==> config.mk <==
export PLATFORM = sky130hd
export DESIGN_NAME = spmv_row_collector
export DESIGN_NICKNAME = d
export VERILOG_FILES = /design/src/rtl/spmv_row_collector.sv
export SDC_FILE = /design/constraint.sdc
export NUM_CORES = 2
export LEC_CHECK = 0
export CAP_MARGIN = 5
export CORE_MARGIN = 4
export CORE_UTILIZATION = 55
export DETAILED_ROUTE_END_ITERATION = 16
export PLACE_DENSITY = 0.77
export SYNTH_ARGS = -nofsm -noshare
export SYNTH_HDL_FRONTEND = slang
export SYNTH_SLANG_ARGS = --single-unit
export TNS_END_PERCENT = 20
==> constraint.sdc <==
create_clock -name clk -period 9.7 [get_ports clk]
set_clock_uncertainty 0.05 [all_clocks]
set_input_delay 0.97 -clock clk [delete_from_list [all_inputs] [get_ports clk]]
set_output_delay 0.97 -clock clk [all_outputs]
set_load 0.01 [all_outputs]
==> src/rtl/spmv_row_collector.sv <==
// Collects per-row results from the CSR SpMV multiplier, tags them with a row index,
// buffers them in a FIFO and streams them out over valid/ready; pulses done per pass.
module spmv_row_collector #(
  parameter int DATA_W     = 64,
  parameter int NUM_ROWS   = 560,
  parameter int ROW_W      = 10,
  parameter int FIFO_DEPTH = 16
) (
  input  logic              clk,
  input  logic              rst,
  input  logic              start,
  input  logic              in_valid,
  input  logic              in_zeros,
  input  logic [DATA_W-1:0] in_data1,
  input  logic [DATA_W-1:0] in_data2,
  output logic              out_valid,
  input  logic              out_ready,
  output logic [ROW_W-1:0]  out_row,
  output logic [DATA_W-1:0] out_data1,
  output logic [DATA_W-1:0] out_data2,
  output logic              busy,
  output logic              done,
  output logic              overflow,
  output logic              proto_err
);

  localparam int AW = $clog2(FIFO_DEPTH);
  localparam int EW = ROW_W + 2 * DATA_W;
  localparam logic [ROW_W:0] LAST_ROW = (ROW_W + 1)'(NUM_ROWS - 1);
  localparam logic [ROW_W:0] ROWS_END = (ROW_W + 1)'(NUM_ROWS);

  typedef enum logic [1:0] {IDLE, RUN, DRAIN, DONE} state_t;

  state_t         state, state_nxt;
  logic [ROW_W:0] row_in, row_out;
  logic [AW:0]    wr_ptr, rd_ptr;
  logic [EW-1:0]  mem [FIFO_DEPTH];
  logic [EW-1:0]  head;
  logic           empty, full, event_in, in_run, accept, push, pop, clear;

  assign empty    = (wr_ptr == rd_ptr);
  assign full     = (wr_ptr[AW] != rd_ptr[AW]) && (wr_ptr[AW-1:0] == rd_ptr[AW-1:0]);
  assign event_in = in_valid | in_zeros;
  assign in_run   = (state == RUN);
  assign accept   = in_run & event_in;
  assign pop      = ~empty & out_ready;
  // a pop frees the slot at the same edge, so a full FIFO can still take the push
  assign push     = accept & (~full | pop);
  assign clear    = (state == IDLE) & start;

  always_comb begin
    state_nxt = state;
    busy      = 1'b0;
    done      = 1'b0;
    case (state)
      IDLE:    if (start) state_nxt = RUN;
      RUN: begin
        busy = 1'b1;
        if (event_in && row_in == LAST_ROW) state_nxt = DRAIN;
      end
      DRAIN: begin
        busy = 1'b1;
        if (row_out == ROWS_END && empty) state_nxt = DONE;
      end
      DONE: begin
        done      = 1'b1;
        state_nxt = IDLE;
      end
      default: state_nxt = IDLE;
    endcase
  end

  always_ff @(posedge clk or negedge rst) begin
    if (!rst) begin
      state     <= IDLE;
      row_in    <= '0;
      row_out   <= '0;
      wr_ptr    <= '0;
      rd_ptr    <= '0;
      overflow  <= 1'b0;
      proto_err <= 1'b0;
    end else begin
      state <= state_nxt;
      if (clear)       row_in <= '0;
      else if (accept) row_in <= row_in + 1'b1;
      if (clear)       row_out <= '0;
      else if (pop)    row_out <= row_out + 1'b1;
      if (push) wr_ptr <= wr_ptr + 1'b1;
      if (pop)  rd_ptr <= rd_ptr + 1'b1;
      if (accept && full && !pop) overflow <= 1'b1;
      else if (clear)             overflow <= 1'b0;
      if ((in_run && in_valid && in_zeros) || (!in_run && event_in)) proto_err <= 1'b1;
      else if (clear)                                                proto_err <= 1'b0;
    end
  end

  // storage carries no reset; reads are masked while the FIFO is empty
  always_ff @(posedge clk) begin
    if (push)
      mem[wr_ptr[AW-1:0]] <= {row_in[ROW_W-1:0],
                              in_valid ? in_data1 : {DATA_W{1'b0}},
                              in_valid ? in_data2 : {DATA_W{1'b0}}};
  end

  assign head      = mem[rd_ptr[AW-1:0]];
  assign out_valid = ~empty;
  assign out_row   = empty ? '0 : head[EW-1 -: ROW_W];
  assign out_data1 = empty ? '0 : head[2*DATA_W-1 -: DATA_W];
  assign out_data2 = empty ? '0 : head[DATA_W-1:0];

endmodule

Word-level counts from Yosys, hierarchy flattened
Memories as Yosys holds them, arrays and structs flattened.
Cells that the tools add are included.
Word-level totals
  bits in registers: 36
  bits in writable memories: 2208
  logic and storage cells: 69
  memories: 1
Operators by class
  add/subtract/negate cells: 4
  eq/ne operators: 11
  multiplexer cells: 20
  bitwise logic cells: 8
  reduce and logical (&&, ||, !) cells: 18
Memories
  mem: depth 16, width 138, read ports 1, clocked after memory_dff 0, wr ports 1, RTL line 37  | logic [EW-1:0] mem [FIFO_DEPTH];
Operators with widths (count)
  64-bit two-way mux: 4
  11-bit two-way mux: 4
  11-bit by 1-bit adder with 11-bit output, second input constant: 2
  11-bit by 10-bit equality test with 1-bit output, second input constant: 2
  5-bit by 1-bit adder with 5-bit output, second input constant: 2
  10-bit two-way mux: 1
  1-bit logical AND: 8
  2-bit one-hot mux with 4 select lines: 1
  2-bit nonzero test: 4
  1-bit two-way mux: 7
  2-bit two-way mux: 3
  5-bit equality test: 1
  1-bit bitwise AND: 4
  2-bit equality test, second input constant: 2
  4-bit equality test: 1
  2-bit != test, second input constant: 2
  3-bit AND reduction: 1
  2-bit by 1-bit equality test with 1-bit output, second input constant: 1
  1-bit zero test: 2
  2-bit zero test: 1
  2-bit by 1-bit != test with 1-bit output, second input constant: 1
  1-bit NOT: 2
  1-bit bitwise OR: 2
  2-bit OR reduction: 1
  other kinds (2): 2

Longest topological paths before layout
  word-level depth: 7
  gate-level depth with buffers: 7

Worst setup path before layout
Ideal clock, no wire load.
  path kind: input-to-reg
  start: input in_valid
  end: memory mem[15][0] in the netlist's numbering (enable)
  setup time: 569 ps
  data arrival time: 5794 ps
  slack: 3286 ps
  stages on the path: 2
  buffers on the path: 0
  cells stage by stage: o21ai_1 -> a2111oi_4
Between the ends
  longest elaborated chain between the ends: 5
RTL lines
  start: declaration: RTL line 12  | input logic in_valid,
  1-bit bitwise OR: RTL line 43  | assign event_in = in_valid | in_zeros;
  1-bit bitwise AND: RTL line 45  | assign accept = in_run & event_in;
  1-bit bitwise AND: RTL line 48  | assign push = accept & (~full | pop);
  1-bit two-way mux: RTL line 99  | if (push)
  1-bit two-way mux: RTL line 101  | in_valid ? in_data1 : {DATA_W{1'b0}},
  end: declaration: RTL line 37
Every way passes these cells.

Final worst setup path
  start: register rd_ptr[1]
  end: output out_data1[36]
Between the ends
  longest elaborated chain between the ends: 2
  elaborated cells on any way between the ends: 3
RTL lines
  start: declaration: RTL line 36  | logic [AW:0] wr_ptr, rd_ptr;
  start signal: assignment: RTL line 89  | if (pop) rd_ptr <= rd_ptr + 1'b1;
  memory 16 x 138 bit or 5-bit equality test (tied branches)
  64-bit two-way mux (*): RTL line 108  | assign out_data1 = empty ? '0 : head[2*DATA_W-1 -: DATA_W];
  end: declaration: RTL line 19  | output logic [DATA_W-1:0] out_data1,
Mark *: on every way between the ends. The rest lies on a longest branch, timed or not.

==> reports/results.tsv <==
stage	metric	value	unit
run_status	status	finished, final reports clean	
placed_design	port_buffers	276	
timing	setup_ws	2.898	ns
global_route	overflow	0	
global_route	track_usage	0.2456	
global_route	antenna_found_initial	11	
synthesis	ys_types	54	
clock_tree	clk_path_buf_depth	3	
power	p_per_area	266.6	mW/mm2
synthesis	ys_seq_area_frac	0.7845	
timing	finalSetupViolations	0	
timing	slew_headroom	0.2370	
clock_tree	cts-root-buf	clkbuf_16	
critical_path	cp.required	8.68	ns
drt	drcViolationCount	0	
synthesis	synth-edff-count	2208	
run	drv_cap	0	
timing	fin_crit	6.802	ns
global_route	grt_max_degree	153	
floorplanning	dieWidth	402.7	um
layout	nets	4230	
layout	mostFrequentLayoutCell	edfxtp_1	
critical_path	cp_max_fo	68	
drt	dr_total_vias	41130	
floorplanning	dieHeight	402.7	um
timing	max_freq	0.1470	GHz
drt	dr.pass1.iters	6	
synthesis	yosysWarnings	0	
layout	area_delta_synth_final	13.76	%
floorplanning	start_util	0.5548	
synthesis	synth.ff_latch_count	2244	
timing	hold_violations	0	
synthesis	async_reset_ff_frac	0.01604	
layout	final_cells	6312	
timing	fin_setup_tns	0	ns
layout	final_cell_mix	edfxtp_1, mux4_2, a22oi_1	
hold_path	hp-class	in2async	
clock_tree	clkLatencyLatePin	0.82	ns
critical_path	critPathKind	reg2out	
clock_tree	cts_setup_buffers	0	
floorplanning	dieArea	0.1621	mm2
global_route	grt_use_met1	0.3436	
power	p_leak	0.02804	uW
layout	drive_above_1_share	0.2224	
floorplanning	ioPinCount	277	
clock_tree	cts_buffers	214	
critical_path	start_kind	register	
placed_design	gp_congestion	0.7382	
timing	min_period_over_period	0.7012	
clock_tree	cts_sinks	2244	
global_route	busiest_layer	met2	
power	ir_drop	0.2558	mV
placed_design	pre_cts_slack	3.697	ns
timing	holdWs	0.2196	ns
global_route	grt_pass1_vias	43380	
synthesis	synthFlopType	edfxtp_1	
critical_path	worst_setup_path_end_kind	output port	
clock_tree	clk_pin_slew	0.06	ns
global_route	grtUsageMet3	0.05410	
timing	rsz0062_at_grt	false	
layout	multi_input_area	0.01744	mm2
floorplanning	core	0.1544	mm2
drt	avgViaCountPerCell	6.517	
floorplanning	rows	144	
global_route	grt_pass1_wl	292000	um
synthesis	syn-cell-area	0.08567	mm2
layout	seqCellArea	0.06721	mm2
synthesis	postSynthCellCount	3769	
synthesis	syn-num-nets	3915	
clock_tree	hold_buffers	0	
synthesis	avgSynthCellArea	22.73	um2
placed_design	dp_hpwl	94650	um
timing	tightest_slew	1.145	ns
drt	ant_nets	0	
critical_path	arrival	5.78	ns
clock_tree	cts-resized-gates	0	
timing	final_max_slew_viol_count	0	
global_route	grtUsageMet2	0.3942	
drt	routed_wl	197000	um
drt	drt_iter0_drc	5252	
layout	n_fill_cell	9865	
clock_tree	cts_tree	built	
clock_tree	h-tree-depth	4	
placed_design	placedCellCount	5912	
drt	wl_per_cell	31.21	um
critical_path	reg2reg_depth	6	
[flip-flops by register name, indices dropped and copies added (netlist names)]
name / flops
row_out: 11
wr_ptr: 5
state: 2
rd_ptr: 5
overflow: 1
mem: 2208
row_in: 11
proto_err: 1
[cells by family after synthesis]
kind of cell | synth area share
flops | 0.7845
mux | 0.1460
compound gates | 0.03615
buf+inv | 0.01307
simple gates | 0.01621
xor+xnor | 0.002235
fa+ha+maj | 0.001869
[where the power goes]
part	internal, uW	leakage [uW]	total, uW	switching (uW)
Sequential	10700	0.0184	10800	118
Clock	4470	0.00333	8070	3590
Combinational	3300	0.00632	7140	3840
Total	18400	0.0280	26000	7550
[synthesized netlist by cell type (all sizes together), types with 13 or more instances]
library cell	count	area share
edfxtp	2208	0.77
mux4	552	0.15
a22oi	276	0.024
a21oi	155	0.0091
and2	135	0.0099
buf	125	0.0081
clkbuf	102	0.0045
dfrtp	36	0.011
nand2	21	0.00092
and3	19	0.0014
nor2	19	0.00086
xor2	13	0.0013
[cell type report]
type | count | share of cell area
Multi-Input combinational cell | 1287 | 0.1790
Clock buffer | 262 | 0.05680
Clock inverter | 137 | 0.01369
Antenna cell | 1 | 0.00002568
Timing Repair Buffer | 326 | 0.03418
Sequential cell | 2244 | 0.6897
Inverter | 11 | 0.0004237
Tap cell | 2044 | 0.02624
[final timing paths]
kind | startpoint | to | slack (ns)
max | rd_ptr[1] | out_data1[36] | 2.90
min in group clk | proto_err | proto_err | 0.44
min reg2reg | proto_err | proto_err | 0.44
max in group asynchronous | rst | rd_ptr[1] | 8.74
max reg2reg | rd_ptr[1] | mem[12][126] | 4.98
min | rst | row_in[3] | 0.22
[worst max-delay path, stage by stage (launching register included)]
cell and delay [ns]:
dfrtp_4 0.97, buf_4 0.67, buf_4 0.73, buf_4 0.88, mux4_2 0.37, a22oi_1 0.09, a21oi_1 0.47, clkdlybuf4s50_1 0.65
[layer usage]
metal / vias to the layer above / wire length (um)
met5: - / 51
met4: 8 / 5882
met3: 361 / 19800
met2: 2368 / 97840
met1: 21720 / 73440
li1: 16680 / -
[stage by stage]
step / utilization / area, um2 / power, uW
final: 0.6312 / 97450 / 25980
after floorplan: - / 85670 / 15330
after global placement: 0.5866 / 90580 / 18080
after detailed placement: 0.5866 / 90580 / 18120
after CTS: 0.6311 / 97450 / 26180
after global routing: 0.6311 / 97450 / 26980
Power figures use the tool's default switching activity.
